## config.mk

```make
export PLATFORM = sky130hd
export DESIGN_NAME = mvu_pe_acc
export DESIGN_NICKNAME = d
export VERILOG_FILES = /design/src/rtl/mvau_pkg.sv /design/src/rtl/mvu_pe_adders.sv /design/src/rtl/mvu_pe_acc.sv
export SDC_FILE = /design/constraint.sdc
export NUM_CORES = 1
export LEC_CHECK = 0
export ABC_AREA = 0
export CORE_ASPECT_RATIO = 1.1
export CORE_MARGIN = 2
export CORE_UTILIZATION = 25
export CTS_CLUSTER_DIAMETER = 120
export DETAILED_ROUTE_END_ITERATION = 10
export DONT_BUFFER_PORTS = 1
export PLACE_DENSITY = 0.36
export SLEW_MARGIN = 0
export SYNTH_ARGS = -nofsm -noshare
export SYNTH_HDL_FRONTEND = slang
export SYNTH_HIERARCHICAL = 1
export SYNTH_SLANG_ARGS = --single-unit
```

## constraint.sdc

```tcl
create_clock -name clk -period 3.4 [get_ports clk]
set_input_delay 0.51 -clock clk [delete_from_list [all_inputs] [get_ports clk]]
set_output_delay 0.51 -clock clk [all_outputs]
set_load 0.03 [all_outputs]
```

## src/rtl/mvau_pkg.sv

```systemverilog
// Shared configuration for the MVU processing-element datapath.
// Holds the default lane count, fold factor and data widths, and the
// derived lane-sum width used by both the adder tree and the accumulator.
// No ports (package).
package mvau_pkg;

  localparam int SIMD_DEF  = 4;   // product lanes per beat
  localparam int SF_DEF    = 3;   // beats folded into one dot product
  localparam int TDSTI_DEF = 8;   // signed product width per lane
  localparam int TDSTO_DEF = 16;  // signed accumulator / output width

  // A sum of simd signed tdsti-bit values never needs more than
  // tdsti + clog2(simd) bits, so the lane sum cannot overflow.
  function automatic int sum_width(input int tdsti, input int simd);
    return tdsti + $clog2(simd);
  endfunction

  localparam int SUM_W_DEF = sum_width(TDSTI_DEF, SIMD_DEF);

endpackage

```

## src/rtl/mvu_pe_adders.sv

```systemverilog
// Combinational SIMD-lane reduction for the MVU processing element.
// Every lane is sign-extended to SUM_W bits and summed in a balanced binary
// tree; the result is registered by the parent.
// Ports:
//   prod_i : packed signed lane products, lane i at [i*TDstI +: TDstI]
//   sum_o  : signed sum of all lanes, SUM_W bits
module mvu_pe_adders
  import mvau_pkg::*;
#(
  parameter int SIMD  = SIMD_DEF,
  parameter int TDstI = TDSTI_DEF,
  parameter int SUM_W = sum_width(TDSTI_DEF, SIMD_DEF)
) (
  input  logic [SIMD*TDstI-1:0] prod_i,
  output logic signed [SUM_W-1:0] sum_o
);

  // The tree is built over the next power of two; unused leaves are zero.
  localparam int LVL = $clog2(SIMD);
  localparam int P   = 1 << LVL;

  // Heap layout: node k has children 2k+1 and 2k+2, leaves start at P-1.
  logic signed [SUM_W-1:0] node [2*P-1];

  for (genvar i = 0; i < P; i++) begin : g_leaf
    if (i < SIMD) begin : g_lane
      assign node[P-1+i] = SUM_W'(signed'(prod_i[i*TDstI +: TDstI]));
    end else begin : g_pad
      assign node[P-1+i] = '0;
    end
  end

  for (genvar k = 0; k < P-1; k++) begin : g_node
    assign node[k] = node[2*k+1] + node[2*k+2];
  end

  assign sum_o = node[0];

endmodule

```

## src/rtl/mvu_pe_acc.sv

```systemverilog
// MVU processing-element accumulator.
// Reduces SIMD lane products to one lane sum per valid beat (stage 1), then
// folds SF consecutive valid beats into one signed dot product (stage 2).
// out_v pulses for one cycle two cycles after the edge that sampled the SF-th
// beat; out_acc holds the result until the next completion. Gaps in in_v
// stall the fold; there is no backpressure.
// Build option: define MVU_PE_ACC_SAT_EN to clamp every accumulator update to
// the signed TDstO range; otherwise accumulation wraps modulo 2^TDstO.
// Ports:
//   clk     : clock, rising edge
//   rst     : synchronous active-high reset
//   in_v    : product beat valid
//   in_prod : packed signed lane products, lane i at [i*TDstI +: TDstI]
//   out_v   : one-cycle completion pulse
//   out_acc : signed dot product, TDstO bits
module mvu_pe_acc
  import mvau_pkg::*;
#(
  parameter int SIMD  = SIMD_DEF,
  parameter int SF    = SF_DEF,
  parameter int TDstI = TDSTI_DEF,
  parameter int TDstO = TDSTO_DEF
) (
  input  logic                  clk,
  input  logic                  rst,
  input  logic                  in_v,
  input  logic [SIMD*TDstI-1:0] in_prod,
  output logic                  out_v,
  output logic [TDstO-1:0]      out_acc
);

  localparam int SUM_W = sum_width(TDstI, SIMD);
  localparam int CNT_W = (SF > 1) ? $clog2(SF) : 1;

`ifdef MVU_PE_ACC_SAT_EN
  // One guard bit above the wider operand makes the raw sum exact.
  localparam int EXT_W = ((TDstO > SUM_W) ? TDstO : SUM_W) + 1;
  localparam logic signed [EXT_W-1:0] ACC_MAX =
    {{(EXT_W-TDstO+1){1'b0}}, {(TDstO-1){1'b1}}};
  localparam logic signed [EXT_W-1:0] ACC_MIN =
    {{(EXT_W-TDstO+1){1'b1}}, {(TDstO-1){1'b0}}};
  localparam logic signed [TDstO-1:0] OUT_MAX = {1'b0, {(TDstO-1){1'b1}}};
  localparam logic signed [TDstO-1:0] OUT_MIN = {1'b1, {(TDstO-1){1'b0}}};

  function automatic logic signed [TDstO-1:0] acc_update(
    input logic signed [TDstO-1:0] base,
    input logic signed [SUM_W-1:0] add
  );
    logic signed [EXT_W-1:0] s;
    s = EXT_W'(base) + EXT_W'(add);
    if (s > ACC_MAX)      return OUT_MAX;
    else if (s < ACC_MIN) return OUT_MIN;
    else                  return s[TDstO-1:0];
  endfunction
`else
  function automatic logic signed [TDstO-1:0] acc_update(
    input logic signed [TDstO-1:0] base,
    input logic signed [SUM_W-1:0] add
  );
    // Two's-complement wrap: just keep the low TDstO bits.
    return base + TDstO'(add);
  endfunction
`endif

  logic signed [SUM_W-1:0] lane_sum;
  logic signed [SUM_W-1:0] sum_r;
  logic                    sum_v;
  logic signed [TDstO-1:0] acc;
  logic signed [TDstO-1:0] acc_base;
  logic signed [TDstO-1:0] acc_d;
  logic [CNT_W-1:0]        sf_cnt;
  logic                    last_beat;
  logic signed [TDstO-1:0] out_acc_q;
  logic                    out_v_q;

  mvu_pe_adders #(
    .SIMD  (SIMD),
    .TDstI (TDstI),
    .SUM_W (SUM_W)
  ) u_adders (
    .prod_i (in_prod),
    .sum_o  (lane_sum)
  );

  // Stage 1: register the lane sum of each valid beat.
  always_ff @(posedge clk) begin
    if (rst) begin
      sum_v <= 1'b0;
      sum_r <= '0;
    end else begin
      sum_v <= in_v;
      if (in_v) sum_r <= lane_sum;
    end
  end

  // Stage 2: fold SF lane sums; beat index 0 restarts from zero so nothing
  // carries over between back-to-back groups.
  always_comb begin
    last_beat = (sf_cnt == CNT_W'(SF-1));
    acc_base  = (sf_cnt == '0) ? '0 : acc;
    acc_d     = acc_update(acc_base, sum_r);
  end

  always_ff @(posedge clk) begin
    if (rst) begin
      acc       <= '0;
      sf_cnt    <= '0;
      out_acc_q <= '0;
      out_v_q   <= 1'b0;
    end else begin
      out_v_q <= 1'b0;
      if (sum_v) begin
        acc <= acc_d;
        if (last_beat) begin
          sf_cnt    <= '0;
          out_acc_q <= acc_d;
          out_v_q   <= 1'b1;
        end else begin
          sf_cnt <= sf_cnt + 1'b1;
        end
      end
    end
  end

  assign out_v   = out_v_q;
  assign out_acc = out_acc_q;

endmodule

```

==> results of run 1 <==
==> routing by layer <==
metal	GRT usage (%)	part of all wire, %
met5	0	0
met3	2.05	2.8
met1	16.2	46
met4	3.45	1.2
met2	22.4	50
==> placed cells by master, fill, tap and decap left out, drive strengths merged, types with 4 or more instances in the layout <==
cell type and n:
mux2i 15, inv 23, a21oi 35, fa 4, a31oi 9, nor2 40
o211ai 6, xnor2 16, o311ai 9, and3 4, ha 40, xor2 5
nor3 15, nand3 27, nand2 37, buf 4, nand4 6, o21ai 15
a21o 10, or3 4, o21a 4, clkbuf 5, a211oi 9, nor2b 18
o2111ai 4, dfxtp 46
==> cell type report <==
type | instances | area (um2) | area share (%)
well taps | 196 | 245 | 6.04
clock buffers | 5 | 125 | 3.08
clock inverters | 3 | 26.3 | 0.647
flip-flops and latches | 46 | 921 | 22.7
multi-input cells | 374 | 2640 | 65.0
inverters | 20 | 75.1 | 1.85
repair buffers | 4 | 30.0 | 0.739
==> cells in the mapped netlist, drive strengths merged, types with 16 or more instances <==
library cell / instances / area (um2)
a21oi: 35 / 175
buf: 17 / 115
dfxtp: 46 / 921
ha: 40 / 500
inv: 20 / 75.1
nand2: 37 / 139
nand3: 27 / 140
nor2: 40 / 150
nor2b: 18 / 120
xnor2: 16 / 140
==> state kept, by name (all words and copies together) (netlist names) <==
signal   count
acc         16
out_acc     16
sum_r       10
sf_cnt       2
out_v        1
sum_v        1
==> power groups by stage <==
| stage | Sequential, mW | Clock [mW] | Combinational, mW |
|---|---|---|---|
| global route | 0.631 | 0.564 | 0.769 |
| global placement | 0.638 | 0 | 0.676 |
| detailed placement | 0.637 | 0 | 0.678 |
| floorplan | 0.622 | 0 | 0.581 |
| CTS | 0.626 | 0.554 | 0.682 |
| finish | 0.624 | 0.527 | 0.670 |
==> logic make-up after synthesis <==
kind of cell / after synthesis / share of synthesized area [%]
XOR/XNOR: 21 / 4.84
AO/OA/AOI/OAI: 124 / 22.8
flip-flops: 46 / 24.2
adder cells (fa/ha/maj): 44 / 15.3
multiplexers: 16 / 4.24
buffers and inverters: 48 / 6.38
AND/OR/NAND/NOR: 169 / 22.2
==> through the flow <==
stage / cells / hold slack (ns) / power [mW]
floorplan: 468 / 0.438 / 1.20
global placement: 640 / 0.444 / 1.31
detailed placement: 640 / 0.446 / 1.32
CTS: 648 / 0.268 / 1.86
global route: 648 / 0.263 / 1.96
finish: 648 / 0.277 / 1.82
==> path summary, 6_finish.rpt <==
check	startpoint	slack [ns]	cells after the start	to
worst min register to register	acc[6]$_SDFFE_PP0P_	0.45	2	acc[6]$_SDFFE_PP0P_
worst max register to register	sf_cnt[1]$_SDFFE_PP0P_	0.52	9	out_acc[12]$_SDFFE_PP0P_
worst max-delay path	sf_cnt[1]$_SDFFE_PP0P_	0.52	9	out_acc[12]$_SDFFE_PP0P_
worst min-delay path	rst	0.28	1	out_acc[7]$_SDFFE_PP0P_
==> impl_metrics.tcl, run 1 <==
set metrics [dict create \
    fillCellCount 1653 \
    post_cts_resized 0 \
    ys_seq_elements 46 \
    clock-sinks 46 \
    cap_viol_max_count 0 \
    fp.dieW_um 122 \
    final.period_utilization_pct 84.8 \
    place_ws_ns 0.205 \
    tightest_slew_ns 0.718 \
    htreeDepth 2 \
    syn_area_per_cell_um2 8.12 \
    synth_nets 547 \
    min_path_type "input pin to register" \
    setup_ws_ns 0.515 \
    grt_start_max_net_pins 54 \
    cp.arrival_ns 3.09 \
    critPathKind "register to register" \
    core_um2 14900 \
    viasPerCell 5.10 \
    slew_headroom_pct 52.1 \
    setup_tns_ns 0 \
    clock_path_buffers 2 \
    finalSetupViolations 0 \
    ys_warn_count 6 \
    p_clk_share_pct 28.9 \
    drive_above_1_share_pct 5.75 \
    drt-initial-drc-count 126 \
    skew_ns 0.00807 \
    postCtsSetupBuffers 0 \
    synth.distinct_cells 59 \
    wl_per_cell_um 15.2 \
    synth_cells 468 \
    p_sw_mw 0.665 \
    rows 47 \
    yosysSeqAreaShare_pct 24.2 \
    groute.usage.overall_pct 12.8 \
    start_util_pct 25.5 \
    io_pins 52 \
    drt-total-wl_mm 9.85 \
    p_leak_nw 1.58 \
    antenna_found_initial 0 \
    cts_tree "yes" \
    powerDensity_nw_per_um2 448 \
    peakVddDrop_mv 0.159 \
    drc 0 \
    postCtsHoldBufs 0 \
    cp-start-kind "register" \
    end_kind "register" \
    ys.flop_type "dfxtp_1" \
    slew_violations 0 \
    firstDrtPassIters 4 \
    rsz0062_at_grt "false" \
    p_int_mw 1.16 \
    fin_area_um2 4060 \
    chipHeight_um 133 \
    critPathRequiredTime_ns 3.61 \
    fin_crit_ns 2.88 \
    switching_share_pct 36.5 \
    die_area_um2 16200 \
    grt_pass1_wl_mm 16.7 \
    crit_slowest_cell "a311o_1" \
    num_vias 3302 \
    pwr-share-comb_pct 36.8 \
    gp_congestion 0.745 \
    num-nets-final 530 \
    clockRootBuffer "clkbuf_16" \
    fin_util_pct 27.2 \
    clock_latency_ns 0.30 \
    status "completed" \
    cp_max_fo 5 \
    tritoncts.num_buffers 5 \
    antenna_cells 0 \
    path_cells "nor2_1 > nor2b_1 > ha_1 > fa_1 > a21o_2 > a311o_1 > a2111oi_4 > o211ai_2 > a311oi_1" \
    hold_viol 0 \
    async_flop_share_pct 0 \
    sequentialPowerShare_pct 34.3 \
    drtAntennaViolNets 0 \
    grt-ovfl-total 0 \
    max_freq_mhz 347 \
    syn2layout_area_growth_pct 6.81 \
    syn_area_um2 3800 \
    grt_pass1_vias 3335 \
    dpl-instance-area_um2 3910 \
    place_hpwl_mm 7.46 \
    slowest_delay_ns 0.44 \
    cp_top_family "compound AO/OA/AOI/OAI gates" \
    cts.clk_slew.worst_paths_ns 0.07 \
    synth-edff-count 0 \
    timing.critical_path.buf_inv 0 \
    portBuffers 0 \
]
(Power assumes the default switching activity.)
==> run 2: changes to the inputs <==
Settings changed: PLACE_DENSITY 0.36 to 0.38.
Clock period 3.4 ns to 2.4 ns, I/O delays scaled along.
==> run 2 against run 1 <==
Compared with the run above:
- the run now ends with negative setup slack left
- final area is 28% higher
- count of clock-buffer cells in the layout did not move
- fmax grew 13%
- sequential share of layout area fell by 5.0 points
- flip-flop and latch count unchanged
- total power is 63% higher
- register-to-register slack got worse by 0.66 ns
- sequential power up 43%
- utilization rose by 7.7 points
- combinational power rose by 100%
- via count up 9.7%
- clock power up 36%
- largest power group unchanged
==> impl_metrics.tcl, run 2 (synthesis gave the netlist of run 1 again) <==
set metrics [dict create \
    status "finished, violations left" \
    violations "negative setup slack" \
    num_vias 3622 \
    grt_pass1_vias 3588 \
    mostFrequentLayoutCells "buf_4, dfxtp_1, nor2_1" \
    clock_latency_ns 0.29 \
    cp_max_fo 4 \
    crit_slowest_cell "fa_2" \
    hold_viol 0 \
    postCtsHoldBufs 0 \
    portBuffers 0 \
    setup_ws_ns -0.143 \
    grt_pass1_wl_mm 17.7 \
    final.period_utilization_pct 106 \
    groute.usage.overall_pct 13.5 \
    start_util_pct 25.5 \
    cap_viol_max_count 0 \
    peakVddDrop_mv 0.295 \
    tightest_slew_ns 0.691 \
    skew_ns 0.00672 \
    critPathKind "register to register" \
    cts.clk_slew.worst_paths_ns 0.07 \
    finalSetupViolations 10 \
    setup_tns_ns -0.859 \
    firstDrtPassIters 4 \
    slew_violations 0 \
    viasPerCell 4.93 \
    rows 47 \
    slew_headroom_pct 53.9 \
    fin_crit_ns 2.54 \
    whs_path_depth 1 \
    fp.dieW_um 122 \
    end_kind "register" \
    tritoncts.num_buffers 5 \
    grt_start_max_net_pins 54 \
    fin_area_um2 5220 \
    final_common_cell "buf_4" \
    io_pins 52 \
    total_power_mw 2.97 \
    drt-total-wl_mm 10.9 \
    place_hpwl_mm 8.04 \
    clockRootBuffer "clkbuf_16" \
    chipHeight_um 133 \
    min_path_type "input pin to register" \
    num-nets-final 617 \
    clock_path_buffers 2 \
    drt-initial-drc-count 115 \
    drc 0 \
    slowest_delay_ns 0.35 \
    drive_above_1_share_pct 33.8 \
    max_freq_mhz 393 \
    powerDensity_nw_per_um2 569 \
    path_cells "nor2_4 > nor2b_1 > ha_2 > fa_2 > a21o_2 > buf_4 > buf_6 > a311oi_4 > nor3_4 > nand2b_4 > a211o_1" \
    drtAntennaViolNets 0 \
    p_leak_nw 2.07 \
    critPathRequiredTime_ns 2.58 \
    antenna_found_initial 0 \
    wl_per_cell_um 14.8 \
    clock-sinks 46 \
    reg2reg_depth 11 \
    grt-ovfl-total 0 \
    core_um2 14900 \
    dpl-instance-area_um2 4500 \
    cts_tree "yes" \
    antenna_cells 0 \
    syn2layout_area_growth_pct 37.2 \
    gp_congestion 0.772 \
    htreeDepth 2 \
    rsz0062_at_grt "true" \
    cp.arrival_ns 2.72 \
    die_area_um2 16200 \
    cp-start-kind "register" \
]
[run 2: per-stage QoR]
step | hold slack [ns] | util, % | setup slack [ns] | cells
2_1_floorplan | 0.438 | - | -0.208 | 468
3_3_place_gp | 0.440 | 30.2 | -0.336 | 712
3_5_place_dp | 0.445 | 30.2 | -0.409 | 712
4_1_cts | 0.124 | 31.8 | -0.116 | 723
5_1_grt | 0.116 | 34.9 | -0.259 | 735
6_report | 0.146 | 34.9 | -0.143 | 735
[run 2: cell type report]
cell class	count	area, um2
Tap cell	196	245
Clock inverter	3	23.8
Multi-Input combinational cell	374	3070
Sequential cell	46	923
Fill cell	1620	9720
Clock buffer	5	125
Timing Repair Buffer	91	748
Inverter	20	75.1
[run 2: what timing repair did]
item | 4_1_cts | 5_1_grt
setup buffers | 3 | 13
cloned | 0 | 0
endpoints found under the setup margin | 18 | 23
pin swaps | 11 | 40
resized for setup | 18 | 75
[run 2: worst max-delay path, delay by kind of cell (launching register included)]
kind                     cells  cell delay, ns
AO/OA/AOI/OAI                3            0.80
adder cells (fa/ha/maj)      2            0.53
AND/OR/NAND/NOR              4            0.51
flip-flops                   1            0.34
buffers and inverters        2            0.24
[run 2: worst paths after layout]
check,from,end,slack (ns)
worst max-delay path,sf_cnt[0]$_SDFFE_PP0P_,acc[10]$_SDFFE_PP0P_,-0.14
worst min-delay path,rst,sf_cnt[1]$_SDFFE_PP0P_,0.15
worst max register to register,sf_cnt[0]$_SDFFE_PP0P_,acc[10]$_SDFFE_PP0P_,-0.14
worst min register to register,acc[6]$_SDFFE_PP0P_,acc[6]$_SDFFE_PP0P_,0.46
[run 2: power by group]
group	leakage (nW)	total (mW)	internal, mW	switching, mW
registers	0.375	0.895	0.831	0.0649
logic	1.63	1.35	0.694	0.659
clock network	0.0664	0.718	0.390	0.328
[run 2: layer usage]
metal	wire (um)	share of wire, %	GRT usage (%)
met1	4860	45	16.7
met2	5590	51	24.2
met3	337	3.1	2.01
met4	121	1.1	3.64
met5	0	0	0
